**config.mk**
```make
export PLATFORM = sky130hd
export DESIGN_NAME = audio_sample_fifo_core
export DESIGN_NICKNAME = d
export VERILOG_FILES = /design/src/rtl/audio_sample_fifo_core.sv
export SDC_FILE = /design/constraint.sdc
export NUM_CORES = 2
export LEC_CHECK = 0
export ABC_AREA = 1
export ABC_CLOCK_PERIOD_IN_PS = 12100
export CAP_MARGIN = 20
export CORE_UTILIZATION = 40
export CTS_BUF_LIST = sky130_fd_sc_hd__clkbuf_4 sky130_fd_sc_hd__clkbuf_8 sky130_fd_sc_hd__clkbuf_16
export CTS_CLUSTER_SIZE = 40
export DETAILED_ROUTE_END_ITERATION = 6
export PLACE_DENSITY = 0.53
export SKIP_CTS_REPAIR_TIMING = 1
export SYNTH_ARGS = -nofsm -noshare
export SYNTH_HDL_FRONTEND = slang
export SYNTH_SLANG_ARGS = --single-unit
```
**constraint.sdc**
```tcl
create_clock -name clk -period 12.1 [get_ports clk]
set_input_delay 2.42 -clock clk [delete_from_list [all_inputs] [get_ports clk]]
set_output_delay 2.42 -clock clk [all_outputs]
set_load 0.03 [all_outputs]
```
**src/rtl/audio_sample_fifo_core.sv**
```systemverilog
// Stereo sample FIFO between an MMIO slot and an I2S transmitter.
// Software pushes 32-bit L/R words, the transmitter pops them with valid/ready.
module audio_sample_fifo_core #(
  parameter int unsigned DEPTH_LOG2 = 6
) (
  input  logic        clk,
  input  logic        reset_n,
  input  logic        cs,
  input  logic        write,
  input  logic        read,
  input  logic [4:0]  addr,
  input  logic [31:0] wr_data,
  output logic [31:0] rd_data,
  output logic [31:0] sample_data,
  output logic        sample_valid,
  input  logic        sample_ready,
  output logic        irq
);

  localparam int unsigned AW    = DEPTH_LOG2;
  localparam int unsigned CW    = DEPTH_LOG2 + 1;
  localparam int unsigned DEPTH = 1 << DEPTH_LOG2;

  localparam logic [CW-1:0] FULL_C = CW'(DEPTH);
  localparam logic [4:0] A_DATA   = 5'd0;
  localparam logic [4:0] A_STATUS = 5'd1;
  localparam logic [4:0] A_CTRL   = 5'd2;
  localparam logic [4:0] A_CLEAR  = 5'd3;

  logic [31:0]   mem_q [DEPTH];

  logic [AW-1:0] wr_ptr_q, wr_ptr_d;
  logic [AW-1:0] rd_ptr_q, rd_ptr_d;
  logic [CW-1:0] count_q, count_d;
  logic          en_q, en_d;
  logic          irq_en_q, irq_en_d;
  logic [AW-1:0] thr_q, thr_d;
  logic          ovf_q, ovf_d;
  logic          unf_q, unf_d;
  logic          irq_q, irq_d;

  logic sel_data, sel_status, sel_ctrl, sel_clear;
  logic wr_acc;
  logic push_req, push_ok, pop;
  logic ctrl_we, clr_we;
  logic flush, clr_ovf, clr_unf;
  logic ovf_set, unf_set;
  logic empty, full, low;

  logic [31:0] status_w;
  logic [31:0] ctrl_w;

  assign sel_data   = (addr == A_DATA);
  assign sel_status = (addr == A_STATUS);
  assign sel_ctrl   = (addr == A_CTRL);
  assign sel_clear  = (addr == A_CLEAR);

  assign wr_acc   = cs & write;
  assign push_req = wr_acc & sel_data;
  assign ctrl_we  = wr_acc & sel_ctrl;
  assign clr_we   = wr_acc & sel_clear;

  assign flush   = clr_we & wr_data[2];
  assign clr_ovf = clr_we & wr_data[0];
  assign clr_unf = clr_we & wr_data[1];

  assign empty = (count_q == '0);
  assign full  = (count_q == FULL_C);
  assign low   = (count_q < {1'b0, thr_q});

  assign sample_valid = en_q & ~empty;
  assign sample_data  = sample_valid ? mem_q[rd_ptr_q] : '0;
  assign irq          = irq_q;

  assign pop     = sample_valid & sample_ready;
  // A pop frees the slot this same edge, so a full FIFO still accepts.
  assign push_ok = push_req & (~full | pop);

  assign ovf_set = push_req & full & ~pop & ~flush;
  assign unf_set = en_q & sample_ready & empty & ~flush;

  always_comb begin
    wr_ptr_d = wr_ptr_q;
    rd_ptr_d = rd_ptr_q;
    count_d  = count_q;
    if (flush) begin
      wr_ptr_d = '0;
      rd_ptr_d = '0;
      count_d  = '0;
    end else begin
      if (push_ok) wr_ptr_d = wr_ptr_q + AW'(1);
      if (pop)     rd_ptr_d = rd_ptr_q + AW'(1);
      unique case ({push_ok, pop})
        2'b10:   count_d = count_q + CW'(1);
        2'b01:   count_d = count_q - CW'(1);
        default: count_d = count_q;
      endcase
    end
  end

  always_comb begin
    en_d     = en_q;
    irq_en_d = irq_en_q;
    thr_d    = thr_q;
    if (ctrl_we) begin
      en_d     = wr_data[0];
      irq_en_d = wr_data[1];
      thr_d    = wr_data[8 +: AW];
    end
    ovf_d = (ovf_q & ~clr_ovf) | ovf_set;
    unf_d = (unf_q & ~clr_unf) | unf_set;
    irq_d = irq_en_d & en_d & (count_d < {1'b0, thr_d});
  end

  always_comb begin
    status_w       = '0;
    status_w[0]    = empty;
    status_w[1]    = full;
    status_w[2]    = low;
    status_w[3]    = ovf_q;
    status_w[4]    = unf_q;
    status_w[15:8] = 8'(count_q);
  end

  always_comb begin
    ctrl_w            = '0;
    ctrl_w[0]         = en_q;
    ctrl_w[1]         = irq_en_q;
    ctrl_w[8 +: AW]   = thr_q;
  end

  always_comb begin
    rd_data = '0;
    if (cs & read) begin
      unique case (1'b1)
        sel_status: rd_data = status_w;
        sel_ctrl:   rd_data = ctrl_w;
        default:    rd_data = '0;
      endcase
    end
  end

  always_ff @(posedge clk or negedge reset_n) begin
    if (!reset_n) begin
      wr_ptr_q <= '0;
      rd_ptr_q <= '0;
      count_q  <= '0;
      en_q     <= 1'b0;
      irq_en_q <= 1'b0;
      thr_q    <= '0;
      ovf_q    <= 1'b0;
      unf_q    <= 1'b0;
      irq_q    <= 1'b0;
    end else begin
      wr_ptr_q <= wr_ptr_d;
      rd_ptr_q <= rd_ptr_d;
      count_q  <= count_d;
      en_q     <= en_d;
      irq_en_q <= irq_en_d;
      thr_q    <= thr_d;
      ovf_q    <= ovf_d;
      unf_q    <= unf_d;
      irq_q    <= irq_d;
    end
  end

  // Storage is left unreset; occupancy alone decides what is visible.
  always_ff @(posedge clk) begin
    if (push_ok & ~flush) mem_q[wr_ptr_q] <= wr_data;
  end

endmodule

```
---- After elaboration in Yosys (flattened, before gate mapping) ----
Memory sizes are Yosys's and may differ from the RTL's.
Index checks and enable logic that the tools add are counted.
operators by class
  bitwise logic cells ..................... 31
  order comparisons ....................... 2
  muxes and demuxes ....................... 14
  equality and inequality tests ........... 6
  $add $sub $neg .......................... 4
  reduce and logical (&&, ||, !) cells .... 4
operators by type and width
  operator                                          count
  2-to-1 mux 32 bit                                 1
  2-to-1 mux 6 bit                                  5
  case mux 15 bit (2 select lines)                  1
  AND 1 bit                                         22
  2-to-1 mux 15 bit                                 1
  < comparator 7 x 6 -> 1 bit                       2
  case mux 7 bit (2 select lines)                   1
  adder 6 x 1 -> 6 bit, second input constant       2
  == test 5 x 2 -> 1 bit, second input constant     2
  adder 7 x 1 -> 7 bit, second input constant       1
  == test 7 bit, second input constant              1
  logical NOT 7 bit                                 1
  2-to-1 mux 7 bit                                  1
  subtractor 7 x 1 -> 7 bit, second input constant  1
  NOT 1 bit                                         6
  == test 5 x 1 -> 1 bit, second input constant     1
  logical NOT 5 bit                                 1
  2-to-1 mux 1 bit                                  4
  nonzero test 2 bit                                2
  OR 1 bit                                          3
  == test 2 x 1 -> 1 bit, second input constant     1
  == test 2 bit, second input constant              1
word-level totals
  output and inout bits ................... 66
  memories kept ........................... 1
  register bits ........................... 30
  memory bits (writable) .................. 2,048
  logic and storage cells ................. 71
memories
  memory  depth  bits a word  read ports  clocked after Yosys merged registers in  write ports  RTL line  text
  mem_q   64     32           1           0                                        1            30        logic [31:0] mem_q [DEPTH];

---- Logic depth before layout (Yosys ltp) ----
  word-level depth ........................ 11
  depth in mapped cells ................... 23
  mapped depth without buffers ............ 23

---- Worst setup path before layout ----
No wires, ideal clock.
  kind .................................... in2reg
  from .................................... input addr[3]
  to ...................................... memory mem_q[63][0] (enable)
  library setup time ...................... 461 ps
  required time ........................... 11,639 ps
  stages on the path ...................... 8
  path slack .............................. 6,020 ps
  arrival time ............................ 5,618 ps
  path through ............................ nor2_4 -> nand2_1 -> nor2_2 -> nand2_1 -> nor2_1 -> nand2_1 -> buf_2 -> nor3_1
on the way
  longest elaborated chain between the ends .. 7
  elaborated cells on any way between the ends .. 10
RTL lines
  element                                     RTL line  text
  start: declaration                          11        input logic [4:0] addr,
  == test 5 x 2 -> 1 bit                      56        assign sel_clear = (addr == A_CLEAR);
  AND 1 bit                                   61        assign clr_we = wr_acc & sel_clear;
  AND 1 bit                                   63        assign flush = clr_we & wr_data[2];
  NOT 1 bit                                   169       if (push_ok & ~flush) mem_q[wr_ptr_q] <= wr_data;
  AND 1 bit (*)                               169
  2-to-1 mux 1 bit (*)                        169
  2-to-1 mux 1 bit (implied by the code) (*)  169
  end: declaration                            30
Every way passes the cells marked *; elsewhere a longest branch is shown, timed or not.

---- Worst setup path after layout ----
  from .................................... register rd_ptr_q[0]
  to ...................................... output sample_data[4]
on the way
  longest elaborated chain between the ends .. 2
RTL lines
  element                   RTL line  text
  start: declaration        33        logic [AW-1:0] rd_ptr_q, rd_ptr_d;
  start signal: assignment  156       rd_ptr_q <= rd_ptr_d;
  memory (64 x 32 bit)      --
  2-to-1 mux 32 bit         72        assign sample_data = sample_valid ? mem_q[rd_ptr_q] : '0;
  end: declaration          14        output logic [31:0] sample_data,
Every way passes these cells.

==> results.md <==
* Clock share of power at 0.307
* Num CTS Buffers at 212
* Final Critical Period at 8.852 ns
* Largest net degree at the start of global routing at 215
* Max Clock Freq at 113.0 MHz
* Startpoint types: register
* Initial antenna violation count at 20
* Htree depth at 4
* Clock tree buffer depth at 3
* Compound-gate portion of the synthesized area at 0.1155
* Detailed Place HPWL at 125600 µm
* Total GRT Usage at 0.2394
* Via Count at 52950
* Layout cells sized above 1 at 0.09261
* First-pass GRT wire length at 361800 µm
* LEAKAGE at between 20 and 30 nW
* Die area at 208600 µm²
* Dominant synthesized flop cell: edfxtp_1
* Vias in the first global route at 49570
* Cell area after synthesis at roughly 83000 µm²
* Cell-internal power at 13.16 mW
* EDFF count, synth at 2048
* Most frequent cells in the layout: 2048 x edfxtp_1, 1226 x nor2_1, 1014 x o21ai_0, 373 x nand2_1, 297 x nand3_1
* CP Max Fanout at 203
* Max Slew Vio Count at 0
* Library cells used by synthesis at 39
* Root buf cell: clkbuf_16
* Hold Violations, Final at 0
* Initial Util at 0.4035
* First-pass DRT Iterations at 5
* Syn Inst Count at 6345
* Area grow syn2layout at 12.44%
* Setup Slack @ Placement at between 4 and 5 ns
* Pwr dens at 220.1 nW/µm²
* Sequential share of the synthesized area at 0.7526
* Fin crit share at 0.7315
* Crit path DAT at 6.43 ns
* Measured slew at the worst slew-check pin at roughly 1.2 ns
* Ys async rst share at 0.01444
* Hold Path Class: reg2reg
* Max-Cap Viols at 0
* Simple-gate share of the synthesized area at 0.09721
* ANT nets after route at 0
* # nets final at 6419
* Clock Pin Slew Worst Setup and Hold Paths at 0.06 ns
* Hold Crit Depth at 2
* Commonest non-fill, non-tap cell in the layout: edfxtp_1
* Combinational share of power at 0.299
* Slew HR at 0.1975
* Routed len/inst at 27.72 µm
* Setup WS post-layout at 3.248 ns
* First DRT Iteration DRCs at about 6600
* #FFs+latches synth at 2078
* Reg2Reg Depth at 9
* # rows at 166
* Clock Latency Late Sink at ~0.85 ns
* Die X at 456.7 µm
* VDD IR max at 0.1861 mV
* Mux contribution to synthesized area at 0
* Reg power frac at 0.394
* Clk_skew at 0.02796 ns
* CP endpoint kind: output port
* Largest family of logic cells by synthesized area: compound AO/OA/AOI/OAI gates
* CTS tree: built
* Grt ovf at 0
* Final setup fails at 0
* Syn_area_per_cell at approximately 13 µm²
* Die height at ~460 µm
* Status: finished, final reports clean
* # IOs at 109
* Data required time of the worst path at 9.68 ns
* Crit Path Category: reg2out
* Drt total wl at 255400 µm
* Switch Pwr at 7.305 mW
* Sw frac at 0.3569
* Post-Synth XOR/XNOR Area at 0.0005295
* Final Total Pwr at 20.47 mW
* Via-to-Cell Ratio at around 5.7
* DRC at 0
* Final RePlAce weighted congestion at 0.8022
* Clk sinks at 2078
* TNS Setup at 0 ns
* Synthesized-area fraction occupied by adder cells at 0.002814
* Area of the core at 205000 µm²
* Synth warn at 0
* Unrepaired setup endpoints after global routing: no
* Port bufs at 88
## final timing paths
path                                    startpoint                 endpoint  slack [ns]
setup / recovery           rd_ptr_q[0]$_DFFE_PN0P_           sample_data[4]        3.25
hold / removal                     unf_q$_DFF_PN0_          unf_q$_DFF_PN0_        0.53
setup reg to reg              count_q[0]$_DFF_PN0_  mem_q[58][16]$_DFFE_PP_        7.95
hold reg to reg                    unf_q$_DFF_PN0_          unf_q$_DFF_PN0_        0.53
max in group asynchronous                  reset_n  rd_ptr_q[1]$_DFFE_PN0P_        9.68
min in group asynchronous                  reset_n            irq$_DFF_PN0_        2.00
## synth_stat cells, types with 2 or more instances
| cell | number | share of area |
|---|---|---|
| o211ai_1 | 235 | 0.021 |
| nand3_1 | 297 | 0.018 |
| inv_1 | 58 | 0.0026 |
| o22ai_1 | 248 | 0.019 |
| buf_2 | 104 | 0.0063 |
| nor2_1 | 1290 | 0.059 |
| clkbuf_1 | 234 | 0.011 |
| nand2_1 | 373 | 0.017 |
| nand4_1 | 27 | 0.0020 |
| or2_2 | 7 | 0.00053 |
| inv_2 | 3 | 0.00014 |
| edfxtp_1 | 2048 | 0.74 |
| buf_6 | 25 | 0.0034 |
| clkinv_1 | 2 | 0.000091 |
| dfrtp_1 | 30 | 0.0091 |
| o21ai_1 | 29 | 0.0018 |
| buf_1 | 23 | 0.0010 |
| ha_1 | 17 | 0.0026 |
| xnor2_1 | 3 | 0.00032 |
| xor2_1 | 2 | 0.00021 |
| nor3_1 | 8 | 0.00048 |
| buf_4 | 71 | 0.0064 |
| o221ai_1 | 21 | 0.0022 |
| o21ai_0 | 1014 | 0.061 |
| buf_8 | 3 | 0.00054 |
| a21oi_1 | 160 | 0.0097 |
## layer usage
layer	GRT usage	wire [µm]
met3	0.03479	18550
met1	0.3467	111800
met2	0.3699	117100
met4	0.07911	7947
met5	0	13
## through the flow
step / instance area [µm²] / util / cells / hold WS (ns)
detailed placement: 86250 / 0.4207 / 8826 / 0.5192
finish: 93000 / 0.4536 / 9214 / 0.5340
CTS: 92870 / 0.4530 / 9204 / 0.5396
global route: 92990 / 0.4536 / 9211 / 0.5765
global placement: 86210 / 0.4205 / 8824 / 0.4986
floorplan: 82780 / - / 6364 / 0.4700
## layout make-up
cell class                      count  area [µm²]
Clock buffer                      287        5987
Antenna cell                        4       10.01
Sequential cell                  2078       62270
Inverter                           63       266.5
Fill cell                       18340      112000
Timing Repair Buffer              240        2037
Clock inverter                     91       631.9
Multi-Input combinational cell   3763       18430
Tap cell                         2688        3363
## cell families (layout without fill, tap and decap cells)
logic type,Yosys count,in the layout
buffers and inverters,523,681
AO/OA/AOI/OAI,1712,1712
flip-flops,2078,2078
adder cells (fa/ha/maj),18,18
AND/OR/NAND/NOR,2008,2008
XOR/XNOR,5,5
other,1,24
## state kept, by name (all words and copies together) (netlist names)
signal	flops
ovf_q	1
wr_ptr_q	6
en_q	1
irq_en_q	1
irq	1
mem_q	2048
thr_q	6
count_q	7
rd_ptr_q	6
unf_q	1
## power groups by stage
stage | logic, mW | clock network [mW] | registers (mW)
after floorplan | 3.78 | 0 | 8.11
after global placement | 6.03 | 0 | 8.22
after global routing | 6.56 | 6.63 | 8.07
after detailed placement | 6.07 | 0 | 8.22
final | 6.11 | 6.29 | 8.07
after CTS | 6.09 | 6.37 | 8.07
## critical path, cell delays in order, from the launching register on
cell             delay, ns
dfrtp_4               0.82
inv_8                 0.77
buf_12                0.54
buf_4                 0.85
o21ai_0               0.20
o22ai_1               0.16
nand2_1               0.07
nand4_1               0.12
nand3_1               0.25
a21oi_1               0.46
clkdlybuf4s50_1       0.75
Power figures use the tool's default switching activity.
